File: config.mk
export PLATFORM = sky130hd
export DESIGN_NAME = protobuf_field_encoder
export DESIGN_NICKNAME = d
export VERILOG_FILES = /design/src/rtl/protobuf_field_encoder_pkg.sv /design/src/rtl/protobuf_field_encoder_packer.sv /design/src/rtl/protobuf_field_encoder.sv
export SDC_FILE = /design/constraint.sdc
export NUM_CORES = 1
export LEC_CHECK = 0
export ABC_AREA = 0
export CELL_PAD_IN_SITES_DETAIL_PLACEMENT = 0
export CELL_PAD_IN_SITES_GLOBAL_PLACEMENT = 2
export CORE_MARGIN = 3
export CORE_UTILIZATION = 39
export CTS_BUF_LIST = sky130_fd_sc_hd__clkbuf_8
export DETAILED_ROUTE_END_ITERATION = 8
export MAX_ROUTING_LAYER = met4
export PLACE_DENSITY_LB_ADDON = 0.1
export REMOVE_ABC_BUFFERS = 1
export SYNTH_ARGS = -nofsm -noshare
export SYNTH_HDL_FRONTEND = slang
export SYNTH_HIERARCHICAL = 1
export SYNTH_SLANG_ARGS = --single-unit
export TNS_END_PERCENT = 50
File: constraint.sdc
create_clock -name clock_clk -period 4 [get_ports clock_clk]
set_input_delay 0.8 -clock clock_clk [delete_from_list [all_inputs] [get_ports clock_clk]]
set_output_delay 0.8 -clock clock_clk [all_outputs]
set_load 0.03 [all_outputs]
File: src/rtl/protobuf_field_encoder_pkg.sv
// Shared definitions for the protobuf field encoder: wire-type codes,
// worst-case byte counts, FSM state encoding and the varint length rule.
package protobuf_pkg;

    localparam logic [2:0] WT_VARINT  = 3'd0;
    localparam logic [2:0] WT_FIXED64 = 3'd1;
    localparam logic [2:0] WT_FIXED32 = 3'd5;

    // A 32-bit tag never needs more than 5 varint bytes, a 64-bit value 10.
    localparam int MAX_TAG_BYTES = 5;
    localparam int MAX_VAL_BYTES = 10;

    typedef enum logic [1:0] {
        ST_IDLE,
        ST_TAG,
        ST_VAL,
        ST_FLUSH
    } enc_state_t;

    // Number of 7-bit groups needed to varint-encode a value; zero still takes one byte.
    function automatic logic [3:0] varint_nbytes(input logic [63:0] value);
        logic [3:0] n;
        n = 4'd1;
        for (int i = 1; i < MAX_VAL_BYTES; i++) begin
            if ((value >> (7 * i)) != 64'd0) begin
                n = 4'(i + 1);
            end
        end
        return n;
    endfunction

endpackage

File: src/rtl/protobuf_field_encoder_packer.sv
// Byte-in / word-out accumulator. Bytes fill lanes from lane 0 upward; a
// full accumulator, or a flush of a partial one, is moved into the output
// register, which is held stable until the downstream accepts it.
module pb_byte_packer #(
    parameter int OUT_BYTES = 4
) (
    input  logic                   clock_clk,
    input  logic                   reset_reset_n,
    input  logic                   byte_valid,
    input  logic [7:0]             byte_data,
    input  logic                   byte_last,
    output logic                   byte_ready,
    input  logic                   flush,
    output logic                   acc_empty,
    output logic                   out_valid,
    input  logic                   out_ready,
    output logic [8*OUT_BYTES-1:0] out_data,
    output logic [OUT_BYTES-1:0]   out_keep,
    output logic                   out_last
);

    localparam int CW = $clog2(OUT_BYTES + 1);

    logic [8*OUT_BYTES-1:0] acc_data;
    logic [CW-1:0]          acc_cnt;
    logic [8*OUT_BYTES-1:0] wr_data;
    logic [OUT_BYTES-1:0]   keep_mask;
    logic                   out_free;
    logic                   acc_fills;

    // Output slot can take a new word when empty or being handed off this cycle;
    // byte generation stalls whenever it cannot.
    assign out_free   = !out_valid || out_ready;
    assign byte_ready = out_free;
    assign acc_empty  = (acc_cnt == '0);
    assign acc_fills  = (acc_cnt == CW'(OUT_BYTES - 1));

    // Merge the incoming byte into its lane and build the keep mask for a partial flush.
    always_comb begin
        wr_data   = acc_data;
        keep_mask = '0;
        for (int k = 0; k < OUT_BYTES; k++) begin
            if (acc_cnt == CW'(k)) begin
                wr_data[8*k +: 8] = byte_data;
            end
            keep_mask[k] = (CW'(k) < acc_cnt);
        end
    end

    // Accumulate bytes and move completed or flushed words into the output register.
    always_ff @(posedge clock_clk or negedge reset_reset_n) begin
        if (!reset_reset_n) begin
            acc_data  <= '0;
            acc_cnt   <= '0;
            out_valid <= 1'b0;
            out_data  <= '0;
            out_keep  <= '0;
            out_last  <= 1'b0;
        end else begin
            if (out_valid && out_ready) begin
                out_valid <= 1'b0;
            end
            if (byte_valid && byte_ready) begin
                if (acc_fills) begin
                    out_data  <= wr_data;
                    out_keep  <= '1;
                    out_last  <= byte_last;
                    out_valid <= 1'b1;
                    acc_data  <= '0;
                    acc_cnt   <= '0;
                end else begin
                    acc_data <= wr_data;
                    acc_cnt  <= acc_cnt + CW'(1);
                end
            end else if (flush && !acc_empty && out_free) begin
                out_data  <= acc_data;
                out_keep  <= keep_mask;
                out_last  <= 1'b1;
                out_valid <= 1'b1;
                acc_data  <= '0;
                acc_cnt   <= '0;
            end
        end
    end

endmodule

File: src/rtl/protobuf_field_encoder.sv
// Protobuf field encoder: takes one field record per handshake, emits the
// varint tag followed by the varint / fixed32 / fixed64 value, one byte per
// cycle, into a little-endian word packer, and tracks message completion.
module protobuf_field_encoder
    import protobuf_pkg::*;
#(
    parameter int VAL_W     = 64,
    parameter int FIELD_W   = 29,
    parameter int OUT_BYTES = 4
) (
    input  logic                   clock_clk,
    input  logic                   reset_reset_n,
    input  logic                   in_valid,
    output logic                   in_ready,
    input  logic [FIELD_W-1:0]     in_field,
    input  logic [2:0]             in_wtype,
    input  logic                   in_zigzag,
    input  logic [VAL_W-1:0]       in_value,
    input  logic                   in_last,
    output logic                   out_valid,
    input  logic                   out_ready,
    output logic [8*OUT_BYTES-1:0] out_data,
    output logic [OUT_BYTES-1:0]   out_keep,
    output logic                   out_last,
    output logic                   msg_done,
    output logic [15:0]            msg_len,
    output logic                   err_wtype
);

    enc_state_t state, next_state;

    logic [31:0]      tag_sr;
    logic [3:0]       tag_cnt;
    logic [VAL_W-1:0] val_sr;
    logic [3:0]       val_cnt;
    logic             val_is_varint;
    logic             rec_last;

    logic             accept;
    logic             supported;
    logic [31:0]      tag_word;
    logic [3:0]       tag_len;
    logic [VAL_W-1:0] zz_value;
    logic [VAL_W-1:0] enc_value;
    logic [3:0]       val_len;

    logic             byte_valid;
    logic             byte_ready;
    logic             byte_last;
    logic [7:0]       byte_data;
    logic             byte_fire;
    logic             flush_req;
    logic             acc_empty;
    logic             done_now;
    logic [15:0]      byte_cnt;

    assign accept    = in_valid && in_ready;
    assign supported = (in_wtype == WT_VARINT) || (in_wtype == WT_FIXED64) ||
                       (in_wtype == WT_FIXED32);
    assign tag_word  = 32'({in_field, in_wtype});
    assign tag_len   = varint_nbytes(64'(tag_word));
    assign byte_fire = byte_valid && byte_ready;

    // Prepare the value to encode (optionally zigzagged) and its byte count at accept time.
    always_comb begin
        zz_value  = (in_value << 1) ^ {VAL_W{in_value[VAL_W-1]}};
        enc_value = (in_wtype == WT_VARINT && in_zigzag) ? zz_value : in_value;
        val_len   = 4'd0;
        case (in_wtype)
            WT_VARINT:  val_len = varint_nbytes(64'(enc_value));
            WT_FIXED64: val_len = 4'd8;
            WT_FIXED32: val_len = 4'd4;
            default:    val_len = 4'd0;
        endcase
    end

    // FSM state register.
    always_ff @(posedge clock_clk or negedge reset_reset_n) begin
        if (!reset_reset_n) begin
            state <= ST_IDLE;
        end else begin
            state <= next_state;
        end
    end

    // Next-state logic and byte/flush requests towards the packer.
    always_comb begin
        next_state = state;
        byte_valid = 1'b0;
        byte_data  = 8'h00;
        byte_last  = 1'b0;
        flush_req  = 1'b0;
        done_now   = 1'b0;
        case (state)
            ST_IDLE: begin
                if (accept) begin
                    if (supported) begin
                        next_state = ST_TAG;
                    end else if (in_last) begin
                        next_state = ST_FLUSH;
                    end
                end
            end
            ST_TAG: begin
                byte_valid = 1'b1;
                byte_data  = {tag_cnt != 4'd1, tag_sr[6:0]};
                if (byte_ready && tag_cnt == 4'd1) begin
                    next_state = ST_VAL;
                end
            end
            ST_VAL: begin
                byte_valid = 1'b1;
                byte_data  = val_is_varint ? {val_cnt != 4'd1, val_sr[6:0]} : val_sr[7:0];
                byte_last  = rec_last && (val_cnt == 4'd1);
                if (byte_ready && val_cnt == 4'd1) begin
                    next_state = rec_last ? ST_FLUSH : ST_IDLE;
                end
            end
            ST_FLUSH: begin
                flush_req = 1'b1;
                if ((out_valid && out_ready && out_last) || (acc_empty && !out_valid)) begin
                    done_now   = 1'b1;
                    next_state = ST_IDLE;
                end
            end
            default: next_state = ST_IDLE;
        endcase
    end

    // Capture the record on accept, then shift out one tag/value byte per accepted byte.
    always_ff @(posedge clock_clk or negedge reset_reset_n) begin
        if (!reset_reset_n) begin
            tag_sr        <= '0;
            tag_cnt       <= '0;
            val_sr        <= '0;
            val_cnt       <= '0;
            val_is_varint <= 1'b0;
            rec_last      <= 1'b0;
        end else if (accept) begin
            tag_sr        <= tag_word;
            tag_cnt       <= tag_len;
            val_sr        <= enc_value;
            val_cnt       <= val_len;
            val_is_varint <= (in_wtype == WT_VARINT);
            rec_last      <= in_last;
        end else if (byte_fire) begin
            if (state == ST_TAG) begin
                tag_sr  <= tag_sr >> 7;
                tag_cnt <= tag_cnt - 4'd1;
            end else begin
                val_sr  <= val_is_varint ? (val_sr >> 7) : (val_sr >> 8);
                val_cnt <= val_cnt - 4'd1;
            end
        end
    end

    // Registered handshake, error and message-completion outputs plus the saturating byte count.
    always_ff @(posedge clock_clk or negedge reset_reset_n) begin
        if (!reset_reset_n) begin
            in_ready  <= 1'b0;
            err_wtype <= 1'b0;
            msg_done  <= 1'b0;
            msg_len   <= '0;
            byte_cnt  <= '0;
        end else begin
            in_ready  <= (next_state == ST_IDLE);
            err_wtype <= accept && !supported;
            msg_done  <= done_now;
            if (done_now) begin
                msg_len  <= byte_cnt;
                byte_cnt <= '0;
            end else if (byte_fire && byte_cnt != 16'hFFFF) begin
                byte_cnt <= byte_cnt + 16'd1;
            end
        end
    end

    pb_byte_packer #(
        .OUT_BYTES (OUT_BYTES)
    ) u_packer (
        .clock_clk     (clock_clk),
        .reset_reset_n (reset_reset_n),
        .byte_valid    (byte_valid),
        .byte_data     (byte_data),
        .byte_last     (byte_last),
        .byte_ready    (byte_ready),
        .flush         (flush_req),
        .acc_empty     (acc_empty),
        .out_valid     (out_valid),
        .out_ready     (out_ready),
        .out_data      (out_data),
        .out_keep      (out_keep),
        .out_last      (out_last)
    );

endmodule

==> key figures, run 1 <==
Drt
  • Via Count: 10,600
  • Via-per-instance ratio: 5.55
  • Initial DRC Count: 728
  • Final WL: 36.1 mm
  • Post-DRT Antenna Nets: 0
  • Drt wl/cell: 18.9 µm
  • DRC: 0
  • Drt pass-1 iters: 5

Logic synthesis
  • Post-synth EDFFs: 0
  • Register area share after synthesis: 43.3%
  • Most frequent cell after synthesis: dfrtp_1
  • Leading area contributor after synthesis: dfrtp_1
  • Synth warn: 6
  • Post-Synthesis Cells: 1,360
  • Synth cell count leaders: dfrtp_1, nand2_1, nor2_1
  • Syn avg cell area: 9.18 µm²
  • Top cells by area, synth: dfrtp_1, mux2i_1, nand2_1
  • Async SR Flop Fraction: 100%
  • Yosys reg bits: 216
  • Post-synth top area share: 43.3%
  • Syn Std Cell Area: 12,500 µm²
  • Synth Flop Type: dfrtp_1
  • Yosys cell types: 67

Timing
  • RSZ-0062 raised after global routing: no
  • Worst Max-Slew Pin Slew: 965 ps
  • Clock skew: 14.0 ps
  • Hold slack final: 329 ps
  • Setup WS post-layout: 846 ps
  • Post-route setup TNS: 0 ps
  • Final Hold Viols: 0
  • Tmin final: 3150 ps
  • Setup Viol. Count Final: 0
  • Final period util: 78.9%
  • Max-slew headroom at the worst pin: 35.5%
  • Fmax: 317 MHz
  • Fin. max-slew vios: 0

Worst setup path
  • Worst-case reg-to-reg path depth: 6
  • CP Data Required Time: 4420 ps
  • Crit path DAT: 3580 ps
  • RR Endpoint: u_packer/out_data[31]$_DFFE_PN0P_
  • Worst reg2reg path startpoint: state[1]$_DFF_PN0_
  • R2r setup slk: 1440 ps
  • Critical Path Fanout Max: 31
  • Kind of critical path: input port to flop
  • Crit path capture type: flop
  • Startpoint Class: input port

Worst hold path
  • HP Class: input port to asynchronous set/reset pin

CTS
  • Skew-Pair Late Insertion Delay: 540 ps
  • CTS clock-pin slew for the worst setup and hold paths: 50 ps
  • Post-cts hold buffer count: 0
  • Post-CTS sizing: 0
  • Num CTS Buffers: 41
  • Clock sink count: 216
  • Clock Tree Root: clkbuf_8
  • Max Root-Sink Buffers: 3
  • CTS H-tree depth: 2
  • CTS tree: yes
  • Post-CTS Setup Bufs: 0

Power
  • Power density over the cells: 751 nW/µm²
  • Pleak: 6.20 nW
  • Worst-case vdd ir drop: 0.415 mV
  • Tot Pwr: 11.4 mW

Placement
  • Dpl ws: 355 ps
  • Routability cong.: 0.804
  • Placed cell area: 14,400 µm²
  • Inst Count DP: 1,839
  • Port Buffers: 158
  • DP Wirelength: 24.5 mm

Floorplanning
  • Die H: 185 µm
  • Die Wd: 185 µm
  • Initial Util: 40.2%
  • I/O pins: 159
  • Core area: 31,100 µm²
  • Die area: 34,200 µm²
  • # rows: 64

Finish
  • Layout Cells excl Fill: 1,909
  • Ant diodes: 0
  • Storage cell area: 5410 µm²
  • Final #Nets: 1,600
  • Filler cell count: 3,034
  • Fraction of layout cells with a size suffix above 1: 9.12%
  • Area of the multi-input gates: 6540 µm²
  • Finished Core Util: 48.8%
  • Post-route cell area: 15,200 µm²
  • Area growth, synth to finish: 21.5%

Global routing
  • First-pass GRT wire length: 57.9 mm
  • Grt ovf: 0
  • Largest net degree at the start of global routing: 117
  • Vias in the first global route: 10,300
  • Initial antenna violation count: 0
  • Total global routing track utilization: 21.6%

Flow run
  • Max Cap Viol: 0

Outcome
  • Status: finished, final reports clean
-- layer usage --
layer	vias up	wire length [µm]	track usage, %
li1	5164	-	-
met1	5159	18200	32.0
met2	234	15700	31.9
met3	46	1620	2.57
met4	0	609	4.50
met5	-	0	-
-- layout make-up --
type                       instances  area share [%]
timing repair buffer             192            12.4
clock inverter                    23           0.891
multi-input combinational       1018            43.1
tap                              396            3.27
inverter                          17           0.421
sequential                       216            35.7
clock buffer                      47            4.27
-- worst max-delay path by stage --
stage / startpoint / to / slack (ps) / cells past startpoint
3_5_place_dp: in_wtype[1] / val_cnt[0]$_DFFE_PN0P_ / 350 / 8
5_1_grt: in_wtype[1] / val_cnt[0]$_DFFE_PN0P_ / 720 / 9
3_3_place_gp: in_wtype[1] / val_cnt[0]$_DFFE_PN0P_ / 410 / 8
6_report: in_wtype[1] / val_cnt[0]$_DFFE_PN0P_ / 850 / 8
2_1_floorplan: out_ready / val_cnt[1]$_DFFE_PN0P_ / -2550 / 7
4_1_cts: in_wtype[1] / val_cnt[0]$_DFFE_PN0P_ / 870 / 8
-- critical path, stage by stage --
cell	delay (ps)
clkdlybuf4s50_1	550
or4b_4	800
or3_1	370
a211o_1	300
a221o_1	350
nand2b_1	90
a221oi_2	70
o41ai_2	230
-- power by group --
| part | leakage [nW] | total (mW) | internal (mW) | switching (mW) |
|---|---|---|---|---|
| combinational | 3.06 | 5.46 | 2.18 | 3.28 |
| clock | 0.450 | 2.11 | 1.14 | 0.974 |
| sequential | 2.69 | 3.82 | 3.10 | 0.722 |
-- sequential cells by signal, summed over array words and instances, names as in the netlist, 4 cells and up --
signal,count
val_sr,64
u_packer/out_data,32
u_packer/acc_data,32
msg_len,16
byte_cnt,16
u_packer/out_keep,4
tag_cnt,4
val_cnt,4
tag_sr,32
-- cell usage in the layout (no fill, tap or decap), types with 58 or more instances in the layout --
master / instances
dfrtp_1: 215
nand2_1: 163
clkdlybuf4s50_1: 156
nor2_1: 123
mux2i_1: 90
o21ai_0: 85
a21oi_1: 83
xnor2_1: 68
a31oi_1: 65
o211ai_1: 58
-- kinds of logic (layout without fill, tap and decap cells) --
logic type,after synthesis,after routing,share of synthesized area [%]
AOI/OAI and AO/OA,382,382,20.4
xor gates and xnor gates,83,83,5.83
DFF,216,216,43.3
and+or+nand+nor,434,434,16.0
adders and majority gates,12,12,1.20
buffers and inverters,126,279,4.46
muxes,107,107,8.75
Note: power is estimated with default switching activity, not from simulation.
==> inputs of run 2 (changes only) <==
--- a/config.mk
+++ b/config.mk
@@ -9,7 +9,7 @@
 export CELL_PAD_IN_SITES_DETAIL_PLACEMENT = 0
 export CELL_PAD_IN_SITES_GLOBAL_PLACEMENT = 2
 export CORE_MARGIN = 3
-export CORE_UTILIZATION = 39
+export CORE_UTILIZATION = 36
 export CTS_BUF_LIST = sky130_fd_sc_hd__clkbuf_8
 export DETAILED_ROUTE_END_ITERATION = 8
 export MAX_ROUTING_LAYER = met4
==> constraint.sdc (replaced) <==
create_clock -name clock_clk -period 3.2 [get_ports clock_clk]
set_input_delay 0.64 -clock clock_clk [delete_from_list [all_inputs] [get_ports clock_clk]]
set_output_delay 0.64 -clock clock_clk [all_outputs]
set_load 0.03 [all_outputs]
==> run 2 against run 1 <==
  * Worst setup slack got worse by 310 ps
  * Global-route usage fell by 0.88 points
  * Clock power rose by 39%
  * Core utilization fell by 2.5 points
  * Via count rose by 1.2%
  * Final cell count rose by 4.7%
  * Critical endpoint is now val_cnt[2]$_DFFE_PN0P_
==> key figures, run 2 (same netlist as run 1, synthesis figures left out) <==
Outcome
  • Status: finished, final reports clean

Floorplanning
  • Die H: 192 µm (+4.0%)
  • I/O pins: 159 (unchanged)
  • Initial Util: 36.8% (-3.3 points)
  • Die Wd: 192 µm (+4.0%)
  • Die area: 36,900 µm² (+8.1%)
  • Core area: 33,900 µm² (+9.0%)
  • # rows: 67 (+4.7%)

Global routing
  • Grt ovf: 0 (unchanged)
  • Total global routing track utilization: 20.7% (-0.88 points)
  • Vias in the first global route: 10,600 (+2.9%)
  • Largest net degree at the start of global routing: 74 (-37%)
  • First-pass GRT wire length: 59.6 mm (+2.9%)
  • Initial antenna violation count: 0 (unchanged)

Power
  • Power density over the cells: 939 nW/µm² (+25%)
  • Worst-case vdd ir drop: 0.620 mV (+49%)
  • Pleak: 6.44 nW (+3.9%)

CTS
  • Skew-Pair Late Insertion Delay: 550 ps (about the same)
  • Clock Tree Root: clkbuf_8
  • Post-CTS Setup Bufs: 0 (unchanged)
  • Post-CTS sizing: 0 (unchanged)
  • Clock sink count: 216 (unchanged)
  • CTS tree: yes
  • Num CTS Buffers: 41 (unchanged)
  • CTS clock-pin slew for the worst setup and hold paths: 60 ps (about the same)
  • Post-cts hold buffer count: 0 (unchanged)
  • Max Root-Sink Buffers: 3 (unchanged)
  • CTS H-tree depth: 2 (unchanged)

Worst setup path
  • Worst Setup SP: in_wtype[1]
  • Critical-path cell list: clkdlybuf4s50_1, or4b_4, buf_4, nor4_1, a311oi_1, a211o_1, or2_1, a211oi_1, a2bb2oi_1
  • Worst reg2reg path startpoint: state[1]$_DFF_PN0_
  • Critical Path Fanout Max: 10 (-68%)
  • Slowest-stage cell, CP: or4b_4
  • CP Data Required Time: 3660 ps (-760 ps)
  • Max incr delay on CP: 650 ps (-150 ps)
  • Worst-case reg-to-reg path depth: 7 (+1)
  • Crit path capture type: flop
  • RR Endpoint: u_packer/acc_data[24]$_DFFE_PN0P_
  • Kind of critical path: input port to flop
  • Levels on crit path: 9 (+1)
  • CP Buf/Inv Count: 2 (+1)
  • Critical Path Sink: val_cnt[2]$_DFFE_PN0P_
  • R2r setup slk: 810 ps (-630 ps)
  • Startpoint Class: input port
  • Crit path DAT: 3130 ps (-450 ps)
  • Top delay family on crit path: simple AND/OR/NAND/NOR gates

Timing
  • Fin. max-slew vios: 0 (unchanged)
  • Tmin final: 2670 ps
  • Final period util: 83.3%
  • Fmax: 375 MHz
  • Max-slew headroom at the worst pin: 56.9% (+21 points)
  • Final Hold Viols: 0 (unchanged)
  • Clock skew: 24.7 ps (+10.7 ps)
  • Setup Viol. Count Final: 0 (unchanged)
  • RSZ-0062 raised after global routing: no
  • Worst Max-Slew Pin Slew: 639 ps (-327 ps)

Drt
  • Initial DRC Count: 641 (-12%)
  • Drt pass-1 iters: 5 (unchanged)
  • DRC: 0 (unchanged)
  • Via-per-instance ratio: 5.37 (-3.3%)
  • Final WL: 37.3 mm (+3.3%)
  • Via Count: 10,700 (+1.2%)
  • Post-DRT Antenna Nets: 0 (unchanged)
  • Drt wl/cell: 18.7 µm (-1.3%)

Placement
  • Port Buffers: 158 (unchanged)
  • DP Wirelength: 26.0 mm (+6.1%)
  • Inst Count DP: 1,922 (+4.5%)
  • Routability cong.: 0.845 (+5.1%)

Finish
  • Reg with most FFs: val_sr
  • Commonest non-fill, non-tap cells in the layout: dfrtp_1, nand2_1, clkdlybuf4s50_1
  • Ant diodes: 0 (unchanged)
  • Max reg flops: 64 (unchanged)
  • Final #Nets: 1,631 (+1.9%)
  • Commonest non-fill, non-tap cell in the layout: dfrtp_1
  • Finished Core Util: 46.3% (-2.5 points)
  • Layout Cells excl Fill: 1,998 (+4.7%)
  • Area growth, synth to finish: 25.6%
  • Fraction of layout cells with a size suffix above 1: 11.6% (+2.5 points)

Flow run
  • Max Cap Viol: 0 (unchanged)

Worst hold path
  • HP Class: input port to asynchronous set/reset pin
run 2: changes by cell type in the layout (fill, tap and decap cells not counted):
cell | previous run | this run
buf_4 | 32 | 56
buf_12 | 3 | 10
clkbuf_8 | 47 | 54
bufinv_16 | 1 | 2
clkinv_2 | 3 | 7
clkinvlp_4 | 3 | 2
inv_1 | 32 | 27
run 2: per-layer routing:
layer	wire length [µm]	global-route usage [%]	part of all wire, %
met3	1510	2.66	4.0
met4	583	4.40	1.6
met2	16900	31.7	45
met5	0	-	0
met1	18300	29.5	49
run 2: power breakdown:
group	total, mW	internal, mW	switching [mW]
registers	4.74	3.87	0.872
logic	7.03	2.88	4.16
clock network	2.94	1.68	1.26
total	14.7	8.43	6.29
run 2: worst min path at each step:
stage                                                 start                                end  cells past startpoint
after floorplan                               reset_reset_n            byte_cnt[0]$_DFFE_PN0P_                      0
after detailed placement  u_packer/acc_data[28]$_DFFE_PN0P_  u_packer/acc_data[28]$_DFFE_PN0P_                      1
after global placement    u_packer/acc_data[31]$_DFFE_PN0P_  u_packer/acc_data[31]$_DFFE_PN0P_                      1
after global routing                          reset_reset_n             msg_len[5]$_DFFE_PN0P_                      1
after CTS                                     reset_reset_n             msg_len[6]$_DFFE_PN0P_                      1
final                                         reset_reset_n             msg_len[6]$_DFFE_PN0P_                      1
run 2: area by class of cell:
class / instances / area (µm²)
fill: 3376 / 18200
multi-input combinational: 1018 / 6540
sequential: 216 / 5410
timing repair buffer: 223 / 2200
clock buffer: 54 / 743
tap: 448 / 561
clock inverter: 22 / 159
inverter: 17 / 63.8
run 2: through the flow:
step	area, µm²	TNS, ps	power [mW]	worst slack, ps	hold slack (ps)
floorplan	12000	-198310	9.12	-3190	344
global placement	14800	0	11.8	8.52	469
detailed placement	14800	-24.4	11.9	-24.4	471
CTS	15700	0	14.9	551	69.0
global route	15700	0	15.9	335	103
finish	15700	0	14.7	533	78.1
==> inputs of run 3 (changes only) <==
==> constraint.sdc (replaced) <==
create_clock -name clock_clk -period 2.55 [get_ports clock_clk]
set_input_delay 0.51 -clock clock_clk [delete_from_list [all_inputs] [get_ports clock_clk]]
set_output_delay 0.51 -clock clock_clk [all_outputs]
set_load 0.03 [all_outputs]
==> run 3 against run 2 <==
  * Non-clock buffer count up 54
  * Cell area up 2.6%
  * Clock power up 23%
  * Largest power group unchanged
  * Total power up 27%
  * Routed wire length up 0.38%
  * Critical path type unchanged
  * Sequential power up 25%
==> key figures, run 3 (same netlist as run 1, synthesis figures left out) <==
Finish
  • Filler cell count: 3,306 (-2.1%)
  • Fraction of layout cells with a size suffix above 1: 14.5% (+2.9 points)
  • Commonest non-fill, non-tap cells in the layout: dfrtp_1, nand2_1, clkdlybuf4s50_1
  • Max reg flops: 64 (unchanged)
  • Final #Nets: 1,686 (+3.4%)
  • Finished Core Util: 47.5% (+1.2 points)
  • Layout Cells excl Fill: 2,051 (+2.7%)
  • Storage cell area: 5410 µm² (unchanged)
  • Reg with most FFs: val_sr
  • Ant diodes: 0 (unchanged)
  • Area growth, synth to finish: 28.9%
  • Area of the multi-input gates: 6570 µm² (+0.40%)
  • Commonest non-fill, non-tap cell in the layout: dfrtp_1

Timing
  • Worst Max-Slew Pin Slew: 741 ps (+102 ps)
  • Max-slew headroom at the worst pin: 50.5% (-6.4 points)
  • Clock skew: 30.7 ps (+5.94 ps)
  • Setup Viol. Count Final: 0 (unchanged)
  • Fmax: 404 MHz
  • Tmin final: 2480 ps
  • Fin. max-slew vios: 0 (unchanged)
  • Final period util: 97.1%
  • Final Hold Viols: 0 (unchanged)

Power
  • Power density over the cells: 1160 nW/µm² (+23%)
  • Tot Pwr: 18.6 mW (+27%)
  • Worst-case vdd ir drop: 0.591 mV (-4.6%)
  • Pleak: 6.71 nW (+4.2%)

CTS
  • Max Root-Sink Buffers: 3 (unchanged)
  • Num CTS Buffers: 41 (unchanged)
  • Clock Tree Root: clkbuf_8
  • CTS tree: yes
  • CTS H-tree depth: 2 (unchanged)
  • CTS clock-pin slew for the worst setup and hold paths: 60 ps (about the same)
  • Clock sink count: 216 (unchanged)
  • Skew-Pair Late Insertion Delay: 550 ps (about the same)
  • Post-CTS Setup Bufs: 0 (unchanged)

Worst setup path
  • Startpoint Class: input port
  • CP Data Required Time: 2990 ps (-670 ps)
  • Max incr delay on CP: 640 ps (about the same)
  • Kind of critical path: input port to flop
  • Crit path capture type: flop
  • Critical-path cell list: dlygate4sd2_1, or4b_4, buf_4, nor3_1, o21bai_1, a211o_1, or2_1, a211oi_1, a2bb2oi_1
  • Crit path DAT: 2920 ps (-210 ps)
  • Critical Path Fanout Max: 8 (-2)
  • Slowest-stage cell, CP: or4b_4

Global routing
  • Total global routing track utilization: 20.9% (+0.21 points)
  • Vias in the first global route: 10,700 (+1.0%)
  • Largest net degree at the start of global routing: 71 (-4.1%)
  • Grt ovf: 0 (unchanged)
  • Initial antenna violation count: 0 (unchanged)
  • First-pass GRT wire length: 60.2 mm (+1.0%)

Floorplanning
  • Die area: 36,900 µm² (unchanged)
  • I/O pins: 159 (unchanged)
  • Core area: 33,900 µm² (unchanged)
  • # rows: 67 (unchanged)
  • Die H: 192 µm (unchanged)
  • Initial Util: 36.8% (unchanged)
  • Die Wd: 192 µm (unchanged)

Drt
  • Via Count: 10,800 (+0.31%)
  • Final WL: 37.5 mm (+0.38%)
  • Drt pass-1 iters: 5 (unchanged)
  • DRC: 0 (unchanged)
  • Post-DRT Antenna Nets: 0 (unchanged)
  • Via-per-instance ratio: 5.25 (-2.3%)
  • Initial DRC Count: 586 (-8.6%)
  • Drt wl/cell: 18.3 µm (-2.2%)

Flow run
  • Max Cap Viol: 0 (unchanged)

Placement
  • Port Buffers: 158 (unchanged)
  • Inst Count DP: 1,975 (+2.8%)
  • Routability cong.: 0.811 (-4.1%)
  • DP Wirelength: 26.5 mm (+2.1%)

Worst hold path
  • HP Class: input port to asynchronous set/reset pin

Outcome
  • Status: finished, final reports clean
## run 3: cell count changes in the layout (fill, tap and decap cells not counted), moves of 2 or more
cell,previous run,this run
clkinvlp_4,2,0
nor4_1,14,12
clkinv_2,7,5
clkdlybuf4s50_1,156,152
dlygate4sd2_1,0,4
inv_1,27,29
buf_4,56,109
nor4_2,0,2
## run 3: path summary, 6_finish.rpt
kind	start	end	slack (ps)	cells after the start
worst max register to register	state[1]$_DFF_PN0_	u_packer/out_data[31]$_DFFE_PN0P_	220	6
worst min-delay path	reset_reset_n	byte_cnt[5]$_DFFE_PN0P_	480	2
worst max-delay path	in_wtype[1]	val_cnt[2]$_DFFE_PN0P_	70	9
worst min register to register	u_packer/acc_data[31]$_DFFE_PN0P_	u_packer/acc_data[31]$_DFFE_PN0P_	480	1
max in group asynchronous	reset_reset_n	val_sr[0]$_DFFE_PN0P_	1350	3
min in group clock_clk	u_packer/acc_data[31]$_DFFE_PN0P_	u_packer/acc_data[31]$_DFFE_PN0P_	480	1
## run 3: layout make-up
cell class / instances / area share [%]
repair buffers: 277 / 16.2
clock buffers: 54 / 4.62
well taps: 448 / 3.49
flip-flops and latches: 216 / 33.6
multi-input cells: 1019 / 40.8
inverters: 17 / 0.397
clock inverters: 20 / 0.864
## run 3: critical path, delay by kind of cell
kind,cells,cell delay [ps]
simple gates,3,1050
compound gates,4,840
buf+inv,2,510
## run 3: where the power goes
group / internal [mW] / switching (mW) / total [mW]
clock: 2.10 / 1.53 / 3.62
combinational: 3.85 / 5.26 / 9.10
sequential: 4.86 / 1.07 / 5.92
total: 10.8 / 7.85 / 18.6
## run 3: what timing repair did
action,4_1_cts,5_1_grt
hold endpoints to repair,53,0
hold buffers,1,0
gates resized for setup,6,2
pin swaps,2,1
gates cloned,1,0
endpoints found under the setup margin,1,1
## run 3: per-stage QoR
stage	area (µm²)	setup TNS [ps]	worst slack [ps]	hold slack [ps]
after floorplan	12000	-289360	-3710	214
after global placement	15200	-1880	-521	470
after detailed placement	15200	-2150	-612	471
after CTS	16100	0	116	466
after global routing	16100	-18.3	-18.3	504
final	16100	0	74.1	483
## run 3: layer usage
metal / global-route usage (%) / up-vias / part of all wire (%)
met1: 30.3 / 5180 / 50
met2: 31.3 / 215 / 45
met5: - / - / 0
li1: - / 5318 / -
met4: 4.60 / 0 / 1.8
met3: 2.87 / 53 / 3.6
